--- src/rtl/fpu_arb_pkg.sv ---
// Shared types and constants for the FPU-sharing arbiter.
package fpu_arb_pkg;

    typedef enum logic [1:0] {
        IDLE  = 2'd0,
        ISSUE = 2'd1,
        WAIT  = 2'd2,
        RESP  = 2'd3
    } arb_state_e;

    typedef logic [1:0] fpu_ins_t;

    localparam logic [31:0] FPU_QNAN = 32'h7FC00000;

endpackage

--- src/rtl/fpu_rr_pick.sv ---
// Combinational rotate-priority picker: searches upward from last_grant+1
// (wrapping) and returns the first active requester as one-hot and index.
module fpu_rr_pick #(
    parameter int NREQ = 4,
    parameter int IW   = (NREQ > 1) ? $clog2(NREQ) : 1
) (
    input  logic [NREQ-1:0] req_i,
    input  logic [IW-1:0]   last_grant_i,
    output logic [NREQ-1:0] grant_o,
    output logic [IW-1:0]   idx_o,
    output logic            any_o
);

    always_comb begin
        logic          found;
        logic [IW-1:0] pos;
        grant_o = '0;
        idx_o   = last_grant_i;
        found   = 1'b0;
        pos     = '0;
        for (int k = 1; k <= NREQ; k++) begin
            pos = IW'((int'(last_grant_i) + k) % NREQ);
            if (!found && req_i[pos]) begin
                found        = 1'b1;
                grant_o[pos] = 1'b1;
                idx_o        = pos;
            end
        end
        any_o = found;
    end

endmodule

--- src/rtl/fpu_arbiter.sv ---
// Round-robin arbiter/sequencer sharing one FPU among NREQ requesters.
// Optional WAIT watchdog enabled by defining FPU_ARB_TIMEOUT_EN.
module fpu_arbiter
    import fpu_arb_pkg::*;
#(
    parameter int NREQ        = 4,
    parameter int TIMEOUT_CYC = 64
) (
    input  logic                 clk,
    input  logic                 rst,
    input  logic [NREQ-1:0]      req_valid,
    input  logic [2*NREQ-1:0]    req_ins,
    input  logic [32*NREQ-1:0]   req_a,
    input  logic [32*NREQ-1:0]   req_b,
    output logic [NREQ-1:0]      req_ready,
    output logic [NREQ-1:0]      resp_valid,
    output logic [31:0]          resp_data,
    output logic                 resp_err,
    output logic                 busy,
    output logic                 fpu_enable,
    output fpu_ins_t             fpu_instruction,
    output logic [31:0]          fpu_ai,
    output logic [31:0]          fpu_bi,
    input  logic [31:0]          fpu_co,
    input  logic                 fpu_valid
);

    localparam int IW = (NREQ > 1) ? $clog2(NREQ) : 1;

    arb_state_e      state_q, state_d;
    logic [IW-1:0]   last_grant_q, last_grant_d;
    logic [IW-1:0]   owner_q, owner_d;
    fpu_ins_t        ins_q, ins_d;
    logic [31:0]     a_q, a_d, b_q, b_d;
    logic [31:0]     resp_data_q, resp_data_d;
    logic [NREQ-1:0] resp_valid_q, resp_valid_d;
    logic            fpu_enable_q, fpu_enable_d;
    logic            busy_q, busy_d;

    logic [NREQ-1:0] pick_grant;
    logic [IW-1:0]   pick_idx;
    logic            pick_any;

    fpu_ins_t        ins_arr [NREQ];
    logic [31:0]     a_arr   [NREQ];
    logic [31:0]     b_arr   [NREQ];

    genvar gi;
    generate
        for (gi = 0; gi < NREQ; gi++) begin : g_slice
            assign ins_arr[gi] = req_ins[2*gi +: 2];
            assign a_arr[gi]   = req_a[32*gi +: 32];
            assign b_arr[gi]   = req_b[32*gi +: 32];
        end
    endgenerate

    fpu_rr_pick #(
        .NREQ (NREQ),
        .IW   (IW)
    ) u_pick (
        .req_i        (req_valid),
        .last_grant_i (last_grant_q),
        .grant_o      (pick_grant),
        .idx_o        (pick_idx),
        .any_o        (pick_any)
    );

`ifdef FPU_ARB_TIMEOUT_EN
    localparam int TW = (TIMEOUT_CYC > 2) ? $clog2(TIMEOUT_CYC) : 1;
    logic [TW-1:0] tmo_q, tmo_d;
    logic          resp_err_q, resp_err_d;
`else
    // Without the watchdog TIMEOUT_CYC has no effect; the empty block only references it.
    if (TIMEOUT_CYC < 1) begin : g_tmo_unused
    end
`endif

    always_comb begin
        state_d      = state_q;
        last_grant_d = last_grant_q;
        owner_d      = owner_q;
        ins_d        = ins_q;
        a_d          = a_q;
        b_d          = b_q;
        resp_data_d  = resp_data_q;
        resp_valid_d = '0;
        fpu_enable_d = 1'b0;
`ifdef FPU_ARB_TIMEOUT_EN
        resp_err_d   = 1'b0;
        tmo_d        = tmo_q;
`endif
        case (state_q)
            IDLE: begin
                if (pick_any) begin
                    state_d      = ISSUE;
                    owner_d      = pick_idx;
                    last_grant_d = pick_idx;
                    ins_d        = ins_arr[pick_idx];
                    a_d          = a_arr[pick_idx];
                    b_d          = b_arr[pick_idx];
                    fpu_enable_d = 1'b1;
                end
            end
            ISSUE: begin
                state_d = WAIT;
`ifdef FPU_ARB_TIMEOUT_EN
                tmo_d   = '0;
`endif
            end
            WAIT: begin
                if (fpu_valid) begin
                    state_d      = RESP;
                    resp_data_d  = fpu_co;
                    resp_valid_d = NREQ'(1) << owner_q;
                end
`ifdef FPU_ARB_TIMEOUT_EN
                // Firing on TIMEOUT_CYC-1 makes resp_valid land TIMEOUT_CYC+2 cycles after accept.
                else if (tmo_q == TW'(TIMEOUT_CYC - 1)) begin
                    state_d      = RESP;
                    resp_data_d  = FPU_QNAN;
                    resp_err_d   = 1'b1;
                    resp_valid_d = NREQ'(1) << owner_q;
                end else begin
                    tmo_d = tmo_q + 1'b1;
                end
`endif
            end
            RESP: begin
                state_d = IDLE;
            end
            default: begin
                state_d = IDLE;
            end
        endcase
        busy_d = (state_d != IDLE);
    end

    always_ff @(posedge clk) begin
        if (rst) begin
            state_q      <= IDLE;
            last_grant_q <= IW'(NREQ - 1);
            owner_q      <= '0;
            ins_q        <= '0;
            a_q          <= '0;
            b_q          <= '0;
            resp_data_q  <= '0;
            resp_valid_q <= '0;
            fpu_enable_q <= 1'b0;
            busy_q       <= 1'b0;
        end else begin
            state_q      <= state_d;
            last_grant_q <= last_grant_d;
            owner_q      <= owner_d;
            ins_q        <= ins_d;
            a_q          <= a_d;
            b_q          <= b_d;
            resp_data_q  <= resp_data_d;
            resp_valid_q <= resp_valid_d;
            fpu_enable_q <= fpu_enable_d;
            busy_q       <= busy_d;
        end
    end

`ifdef FPU_ARB_TIMEOUT_EN
    always_ff @(posedge clk) begin
        if (rst) begin
            tmo_q      <= '0;
            resp_err_q <= 1'b0;
        end else begin
            tmo_q      <= tmo_d;
            resp_err_q <= resp_err_d;
        end
    end
    assign resp_err = resp_err_q;
`else
    assign resp_err = 1'b0;
`endif

    // Accept is combinational so the requester sees its handshake in the same cycle.
    assign req_ready       = (state_q == IDLE && !rst) ? pick_grant : '0;
    assign resp_valid      = resp_valid_q;
    assign resp_data       = resp_data_q;
    assign busy            = busy_q;
    assign fpu_enable      = fpu_enable_q;
    assign fpu_instruction = ins_q;
    assign fpu_ai          = a_q;
    assign fpu_bi          = b_q;

endmodule

--- config.mk ---
export PLATFORM = sky130hd
export DESIGN_NAME = fpu_arbiter
export DESIGN_NICKNAME = d
export VERILOG_FILES = /design/src/rtl/fpu_arb_pkg.sv /design/src/rtl/fpu_rr_pick.sv /design/src/rtl/fpu_arbiter.sv
export SDC_FILE = /design/constraint.sdc
export NUM_CORES = 1
export LEC_CHECK = 0
export ABC_CLOCK_PERIOD_IN_PS = 4100
export BUFFER_PORTS_ARGS = -buffer_cell sky130_fd_sc_hd__buf_2
export CAP_MARGIN = 40
export CORE_AREA = 2 2 162 164
export DETAILED_ROUTE_END_ITERATION = 6
export DIE_AREA = 0 0 164 166
export GPL_TIMING_DRIVEN = 0
export SYNTH_ARGS = -nofsm -noshare
export SYNTH_HDL_FRONTEND = slang
export SYNTH_HIERARCHICAL = 1
export SYNTH_SLANG_ARGS = --single-unit
--- constraint.sdc ---
create_clock -name clk -period 4.1 [get_ports clk]
set_input_delay 0.41 -clock clk [delete_from_list [all_inputs] [get_ports clk]]
set_output_delay 0.41 -clock clk [all_outputs]
set_load 0.03 [all_outputs]
==> impl_results.md, run 1 <==
- Htree depth: 3
- Nets: 1365
- Synth area leader: dfxtp_1
- ANT nets after route: 0
- Hold Crit Class: in -> reg
- IO buf count: 409
- Post-DR wirelength/cell: 16.8 um
- Endpoints failing setup: 0
- Core box area: 25600 um^2
- CTS buffer count: 9
- Post-CTS setup buffer count: 0
- Pwr/cell area: 739 nW/um^2
- # fillers: 2730
- R2R cell count: 12
- Root Buffer: clkbuf_16
- Seq/Total Area, Yosys: 37.6%
- Worst-path clk slew: 0.09 ns
- Synth async-reset ratio: 0%
- Setup CP Type: reg -> reg
- Logic gate share of total power: 62.3%
- NetSw: 2970 uW
- Yosys reg bits: 110
- Initial Util: 22.9%
- Final Skew: 0.0109 ns
- Top cells by count, synth: mux2i_1 (132), dfxtp_1 (110), nand2_1 (80)
- VDD IR max: 0.311 mV
- Number of synthesized flops with an enable pin: 0
- Post-synthesis cell count: 632
- CTS tree: built
- CP Data Required Time: 4.35 ns
- Reg power frac: 23.4%
- Max cap viols: 0
- Power, Total: 6390 uW
- Relative max-transition margin: 62.1%
- Layout cells sized above 1: 43.8%
- Post_cts resized: 0
- Fmax achieved: 0.271 GHz
- First-pass GRT wire length: 34.1 mm
- CTS sink count: 110
- Routability cong.: 0.851
- I/O pins: 412
- Number of global-route vias before repair: 6093
- Post-route DRC: 0
- Final Routed Wirelength: 23.4 mm
- Largest net degree at the start of global routing: 23
- Initial antenna violation count: 2
- Synth Flop Type: dfxtp_1
- Critical-path maximum fanout: 10
- Die W: 164 um
- Die area: 27200 um^2
- Hold Path Stages: 3
- Clock Tree Buf Depth: 2
- Fin. max-slew vios: 0
- Grt total ovfl: 0
- Share of total power in the clock network: 14.4%
- RSZ-0062 raised after global routing: no
- Synth-to-layout area growth: 47.5%
- Worst-skew pair later-pin latency: 0.36 ns
- All-Layer GR Usage: 16.3%
- Cell with the most instances after synthesis: mux2i_1
- Synth cell types: 47
- Final Hold Fails: 0
- Avg Cell Area, Syn: 9.27 um^2
- Mapped Area: 5860 um^2
- Drt first pass iters: 5
- Switch share: 46.5%
- Hold_buf cts: 0
- Initial drt markers: 320
- Final hold slack: 0.276 ns
- LEAKAGE: 0.00468 uW
- Synth warn: 6
- Synth top area share: 37.6%
- Ranking of synthesized cells by area: dfxtp_1 (38%), mux2i_1 (23%), a21o_1 (8.6%), o22ai_1 (7.0%), nand2_1 (5.1%)
- Min Tclk post-route: 3.69 ns
- Synthesized net count: 946
- Worst Tran Pin Value: 0.569 ns
- CP Data Arrival Time: 3.94 ns
- Int Pwr: 3420 uW
- Period Utilization, post-route: 90.0%
- Rows: 59
- Final core utilization: 33.7%
- ANT cells: 0
- Crit end category: register
- Status: completed
- Critical path launch point type: register
- Via density: 4.59
- Setup tns final: 0 ns
- Die Y: 166 um
- DR vias: 6391
- HPWL Detailed: 19.0 mm
==> placed cells by master, fill, tap and decap left out, types with 2 or more instances in the layout <==
cell / instances
buf_2: 435
mux2i_1: 132
dfxtp_1: 110
nand2_1: 80
a21o_1: 67
o22ai_1: 66
a21oi_1: 39
clkbuf_1: 18
ha_1: 11
clkbuf_16: 9
and2_1: 7
nor2_1: 7
o21ai_0: 7
nor2b_1: 6
inv_1: 5
buf_4: 4
buf_1: 4
a221o_1: 4
buf_6: 2
nor4b_1: 2
nand3_1: 2
clkinv_4: 2
clkinv_8: 2
mux4_2: 2
nand3b_1: 2
o211ai_1: 2
==> area by class of cell <==
cell class	instances	area, um^2	area share, %
flip-flops and latches	110	2200	25.5
inverters	5	18.8	0.217
clock inverters	7	86.3	0.999
multi-input cells	461	3370	39.0
well taps	335	419	4.85
plain buffers	55	270	3.13
repair buffers	409	2050	23.7
clock buffers	9	225	2.61
==> registers in the layout, summed over array words and instances, names as in the netlist <==
name             flops
busy                 1
fpu_enable           1
state_q              2
fpu_bi              32
fpu_instruction      2
fpu_ai              32
resp_valid           4
resp_data           32
owner_q              2
last_grant_q         2
==> cells by family (layout without fill, tap and decap cells) <==
family,Yosys count,count (layout),share of synthesized area [%]
other,1,1,0.0640
AOI/OAI and AO/OA,196,196,22.3
buffers and inverters,61,485,4.97
muxes,134,134,23.3
and+or+nand+nor,119,119,9.42
DFF,110,110,37.6
adders and majority gates,11,11,2.35
==> worst paths after layout <==
check             startpoint             to  slack [ns]
max          last_grant_q[0]      fpu_ai[1]        0.41
min               fpu_co[17]  resp_data[17]        0.28
max reg2reg  last_grant_q[0]      fpu_ai[1]        0.41
min reg2reg       fpu_bi[18]     fpu_bi[18]        0.45
==> power groups by stage <==
stage	clock network [uW]	registers (uW)	logic, uW
detailed placement	0	1510	4030
finish	917	1490	3980
floorplan	0	1930	2460
global placement	0	1510	3990
CTS	962	1490	4040
global route	1000	1520	4300
==> routing by layer <==
metal  routed length (um)  share of wire [%]  global-route usage [%]  up-vias
met1                10300                 44                    21.2     2983
met5                   22              0.094                       0        -
li1                     -                  -                       -     3152
met3                 1440                6.2                    3.17       20
met4                  308                1.3                    4.04        4
met2                11400                 49                    27.6      232
==> worst max-delay path, stage by stage (launching register included) <==
cell and delay (ns):
dfxtp_1 0.47, buf_6 0.17, clkbuf_1 0.32, inv_1 0.19, ha_1 0.48, a221oi_2 0.31
a211oi_4 0.10, o311a_1 0.44, nand4b_1 0.20, buf_2 0.30, buf_2 0.29, o22ai_1 0.14
a21o_1 0.16
==> through the flow <==
step / area [um^2] / std cells / setup slack (ns)
after floorplan: 5860 / 632 / 0.978
after global placement: 8330 / 1376 / 0.129
after detailed placement: 8330 / 1376 / 0.0938
after CTS: 8640 / 1392 / 0.0938
after global routing: 8640 / 1391 / 0.0944
final: 8640 / 1391 / 0.412
No activity file was read; power rests on OpenSTA's default activity.
==> run 2: changes to the inputs <==
--- a/config.mk
+++ b/config.mk
@@ -8,10 +8,13 @@
 export ABC_CLOCK_PERIOD_IN_PS = 4100
 export BUFFER_PORTS_ARGS = -buffer_cell sky130_fd_sc_hd__buf_2
 export CAP_MARGIN = 40
-export CORE_AREA = 2 2 162 164
+export CELL_PAD_IN_SITES_DETAIL_PLACEMENT = 1
+export CELL_PAD_IN_SITES_GLOBAL_PLACEMENT = 2
+export CORE_AREA = 2 2 167 169
 export DETAILED_ROUTE_END_ITERATION = 6
-export DIE_AREA = 0 0 164 166
+export DIE_AREA = 0 0 169 171
 export GPL_TIMING_DRIVEN = 0
+export PLACE_DENSITY_LB_ADDON = 0.1
 export SYNTH_ARGS = -nofsm -noshare
 export SYNTH_HDL_FRONTEND = slang
 export SYNTH_HIERARCHICAL = 1
==> impl_results.md, run 2 (synthesis gave the netlist of run 1 again) <==
- Status: completed
- Period Utilization, post-route: 92.3%
- Relative max-transition margin: 54.6%
- Nets: 1366
- Hold_buf cts: 0
- # fillers: 3348
- CP Data Required Time: 3.69 ns
- IO buf count: 409
- Hold Crit Class: in -> reg
- Htree depth: 3
- Initial antenna violation count: 3
- Clock Tree Buf Depth: 2
- First-pass GRT wire length: 38.3 mm
- Final Skew: 0.0140 ns
- Critical-path maximum fanout: 10
- Rows: 61
- Worst-path clk slew: 0.09 ns
- Setup CP Type: reg -> out
- Die W: 169 um
- All-Layer GR Usage: 17.5%
- Critical path depth: 11
- Drt first pass iters: 4
- Slowest-stage cell, CP: mux4_2
- CTS tree: built
- ANT nets after route: 0
- Most common cell after layout, fill and taps aside: buf_2
- Min Tclk post-route: 3.78 ns
- Fmax achieved: 0.264 GHz
- R2R cell count: 12
- Die area: 28900 um^2
- Cell area after layout: 8660 um^2
- Dpl ws: 0.0754 ns
- Crit end category: output pin
- Number of global-route vias before repair: 6265
- Initial drt markers: 166
- Final core utilization: 31.7%
- Crit path max-delay family: buffers and inverters
- Worst Tran Pin Value: 0.681 ns
- Final Hold Fails: 0
- Setup WS post-layout: 0.317 ns
- CP Data Arrival Time: 3.37 ns
- VDD IR max: 0.224 mV
- Hold Path Stages: 3
- Largest net degree at the start of global routing: 22
- I/O pins: 412
- Initial Util: 21.4%
- Layout cells sized above 1: 43.8%
- Die Y: 171 um
- CTS sink count: 110
- Synth-to-layout area growth: 47.7%
- Root Buffer: clkbuf_16
- Final Routed Wirelength: 26.8 mm
- Most frequent cells in the layout: buf_2 (435), mux2i_1 (132), dfxtp_1 (110), nand2_1 (80), a21o_1 (67)
- CP Buf/Inv Count: 5
- Routability cong.: 0.754
- Grt total ovfl: 0
- DR vias: 6381
- RSZ-0062 raised after global routing: no
- Setup tns final: 0 ns
- Max cap viols: 0
- Reg-to-reg setup timing slack: 0.40 ns
- Core box area: 27300 um^2
- Post-Place Cell Area: 8340 um^2
- Max stage delay on crit path: 0.48 ns
- LEAKAGE: 0.00468 uW
- Post-route DRC: 0
- Pwr/cell area: 742 nW/um^2
- Final hold slack: 0.270 ns
- Worst-skew pair later-pin latency: 0.36 ns
- Crit path cell chain: buf_6 > clkbuf_2 > inv_1 > ha_1 > clkbuf_1 > mux4_2 > nand2_1 > o21ai_0 > a221o_1 > and2_1 > buf_2
- Endpoints failing setup: 0
- Via density: 4.54
- CTS buffer count: 9
- Fin. max-slew vios: 0
- Critical path launch point type: register
- HPWL Detailed: 21.7 mm
- Post-DR wirelength/cell: 19.1 um
-- run 2: per-layer routing --
metal	track usage [%]	wire length (um)	vias up
li1	-	-	3153
met1	20.9	11100	2950
met2	31.0	13300	262
met3	5.02	2190	14
met4	4.12	212	2
met5	0	13	-
-- run 2: final cells by class --
class,instances,area [um^2],share of cell area [%]
clock buffers,9,225,2.60
inverters,5,18.8,0.217
multi-input cells,461,3370,39.0
repair buffers,409,2050,23.6
clock inverters,7,78.8,0.911
flip-flops and latches,110,2200,25.4
diodes,2,5.00,0.0578
well taps,346,433,5.00
plain buffers,56,274,3.17
-- run 2: power by group --
group | total, uW | internal [uW] | switching [uW]
Sequential | 1490 | 1340 | 146
Clock | 911 | 434 | 476
Combinational | 4030 | 1630 | 2390
-- run 2: final timing paths --
| path | from | to |
|---|---|---|
| worst max-delay path | last_grant_q[0] | req_ready[3] |
| worst max register to register | last_grant_q[0] | fpu_ai[25] |
| worst min register to register | fpu_ai[10] | fpu_ai[10] |
| worst min-delay path | fpu_co[10] | resp_data[10] |
-- run 2: worst register-to-register path, cell delays in order, from the launching register on --
cell and delay, ns:
dfxtp_1 0.47, buf_6 0.17, clkbuf_2 0.21, inv_1 0.17
ha_1 0.31, clkbuf_1 0.39, a221oi_2 0.10, a211oi_4 0.36
o311a_1 0.27, nand4bb_1 0.20, clkbuf_1 0.55, o22ai_1 0.20
a21o_1 0.19
-- run 2: what timing repair did --
action | CTS | global route
gates resized for setup | 0 | 3
setup buffers | 0 | 0
setup endpoints to repair | 0 | 65
-- run 2: stage by stage --
stage	total power, uW	cells
after CTS	6560	1403
after detailed placement	5610	1387
after floorplan	4390	632
after global placement	5600	1387
final	6430	1405
after global routing	6890	1404
==> run 3: changes to the inputs <==
--- a/config.mk
+++ b/config.mk
@@ -6,13 +6,13 @@
 export NUM_CORES = 1
 export LEC_CHECK = 0
 export ABC_CLOCK_PERIOD_IN_PS = 4100
-export BUFFER_PORTS_ARGS = -buffer_cell sky130_fd_sc_hd__buf_2
 export CAP_MARGIN = 40
 export CELL_PAD_IN_SITES_DETAIL_PLACEMENT = 1
 export CELL_PAD_IN_SITES_GLOBAL_PLACEMENT = 2
-export CORE_AREA = 2 2 167 169
+export CORE_AREA = 2 2 161 163
 export DETAILED_ROUTE_END_ITERATION = 6
-export DIE_AREA = 0 0 169 171
+export DIE_AREA = 0 0 163 165
+export DONT_BUFFER_PORTS = 1
 export GPL_TIMING_DRIVEN = 0
 export PLACE_DENSITY_LB_ADDON = 0.1
 export SYNTH_ARGS = -nofsm -noshare
==> impl_results.md, run 3 (synthesis gave the netlist of run 1 again) <==
- CTS tree: built
- All-Layer GR Usage: 16.0%
- LEAKAGE: 0.00293 uW
- Critical path launch point type: register
- Initial antenna violation count: 0
- Via density: 5.10
- Fin. max-slew vios: 0
- Root Buffer: clkbuf_16
- Finished Layout Cells: 977
- # fillers: 2927
- Htree depth: 3
- ANT cells: 0
- Fmax achieved: 0.269 GHz
- Drt first pass iters: 4
- Seq. cell area: 2200 um^2
- Worst Tran Pin Value: 0.594 ns
- Max cap viols: 0
- Period Utilization, post-route: 90.6%
- Core box area: 25000 um^2
- I/O pins: 412
- Setup CP Type: reg -> reg
- Clock Tree Buf Depth: 2
- Critical-path maximum fanout: 10
- Synth-to-layout area growth: 12.4%
- Power, Total: 6070 uW
- Relative max-transition margin: 60.4%
- Die area: 26900 um^2
- First-pass GRT wire length: 31.9 mm
- Layout cells sized above 1: 8.19%
- R2R cell count: 12
- Initial Util: 23.4%
- Die W: 163 um
- CTS sink count: 110
- Final Skew: 0.0141 ns
- Placed cell count: 962
- Initial drt markers: 113
- Min Tclk post-route: 3.71 ns
- Rows: 58
- IO buf count: 0
- Most common cell after layout, fill and taps aside: mux2i_1
- Final Routed Wirelength: 22.9 mm
- Hold Path Stages: 2
- Post-DR wirelength/cell: 23.4 um
- Multi-input gate area: 3370 um^2
- Endpoints failing setup: 0
- RSZ-0062 raised after global routing: yes
- CP Data Required Time: 4.36 ns
- Final core utilization: 26.3%
- Largest net degree at the start of global routing: 23
- Grt total ovfl: 0
- Routability cong.: 0.783
- DR vias: 4978
- CTS buffer count: 9
- HPWL Detailed: 18.6 mm
- Die Y: 165 um
- Most frequent cells in the layout: mux2i_1 (132), dfxtp_1 (110), nand2_1 (80), a21o_1 (67), o22ai_1 (66)
- VDD IR max: 0.312 mV
- Crit end category: register
- Worst-path clk slew: 0.09 ns
- CP Data Arrival Time: 3.97 ns
- ANT nets after route: 0
- Nets: 956
- Final Hold Fails: 0
- Dpl ws: 0.0266 ns
- Post-route DRC: 0
- Status: completed
- Setup WS post-layout: 0.387 ns
- Hold Crit Class: in -> reg
- Worst-skew pair later-pin latency: 0.37 ns
- Number of global-route vias before repair: 5357
- Pwr/cell area: 921 nW/um^2
==> run 3: area by class of cell <==
class                      instances  share of cell area [%]
multi-input combinational        461                    51.2
sequential                       110                    33.4
tap                              330                    6.27
buffer                            55                    4.12
clock buffer                       9                    3.42
clock inverter                     7                    1.31
inverter                           5                   0.285
==> run 3: metrics by stage <==
step / setup TNS [ns] / cell area [um^2] / hold slack [ns]
after CTS: 0 / 6590 / 0.140
final: 0 / 6590 / 0.165
after global placement: 0 / 6270 / 0.494
after global routing: -0.00938 / 6590 / 0.150
after floorplan: 0 / 5860 / 0.452
after detailed placement: 0 / 6270 / 0.501
==> run 3: worst paths after layout <==
path | to | slack, ns | start
worst max-delay path | fpu_bi[21] | 0.39 | last_grant_q[0]
worst min-delay path | resp_data[10] | 0.17 | fpu_co[10]
worst max register to register | fpu_bi[21] | 0.39 | last_grant_q[0]
worst min register to register | resp_valid[1] | 0.51 | owner_q[1]
==> run 3: per-layer routing <==
| layer | wire length [um] | up-vias | part of all wire, % | GRT usage (%) |
|---|---|---|---|---|
| li1 | - | 2334 | - | - |
| met1 | 8210 | 2368 | 36 | 16.4 |
| met2 | 12400 | 260 | 54 | 31.0 |
| met3 | 1940 | 16 | 8.5 | 4.87 |
| met4 | 323 | 0 | 1.4 | 4.79 |
| met5 | 0 | - | 0 | 0 |
==> run 3: report_power, final <==
group          internal (uW)  switching, uW
Sequential              1340            674
Combinational           1390           1750
Clock                    439            478
Total                   3170           2900
==> run 3: what timing repair did <==
item	4_1_cts	5_1_grt
setup endpoints to repair	1	61
endpoints found under the hold margin	0	0
resized for setup	1	1
setup buffers	0	0
hold buffers	0	0
==> run 3: critical path, stage by stage (launching register included) <==
cell       delay, ns
dfxtp_1         0.47
buf_6           0.17
clkbuf_1        0.31
inv_1           0.23
ha_1            0.56
a221oi_2        0.09
a211oi_4        0.34
o311a_1         0.29
nand4bb_1       0.23
buf_2           0.34
buf_2           0.30
o22ai_1         0.11
a21o_1          0.16
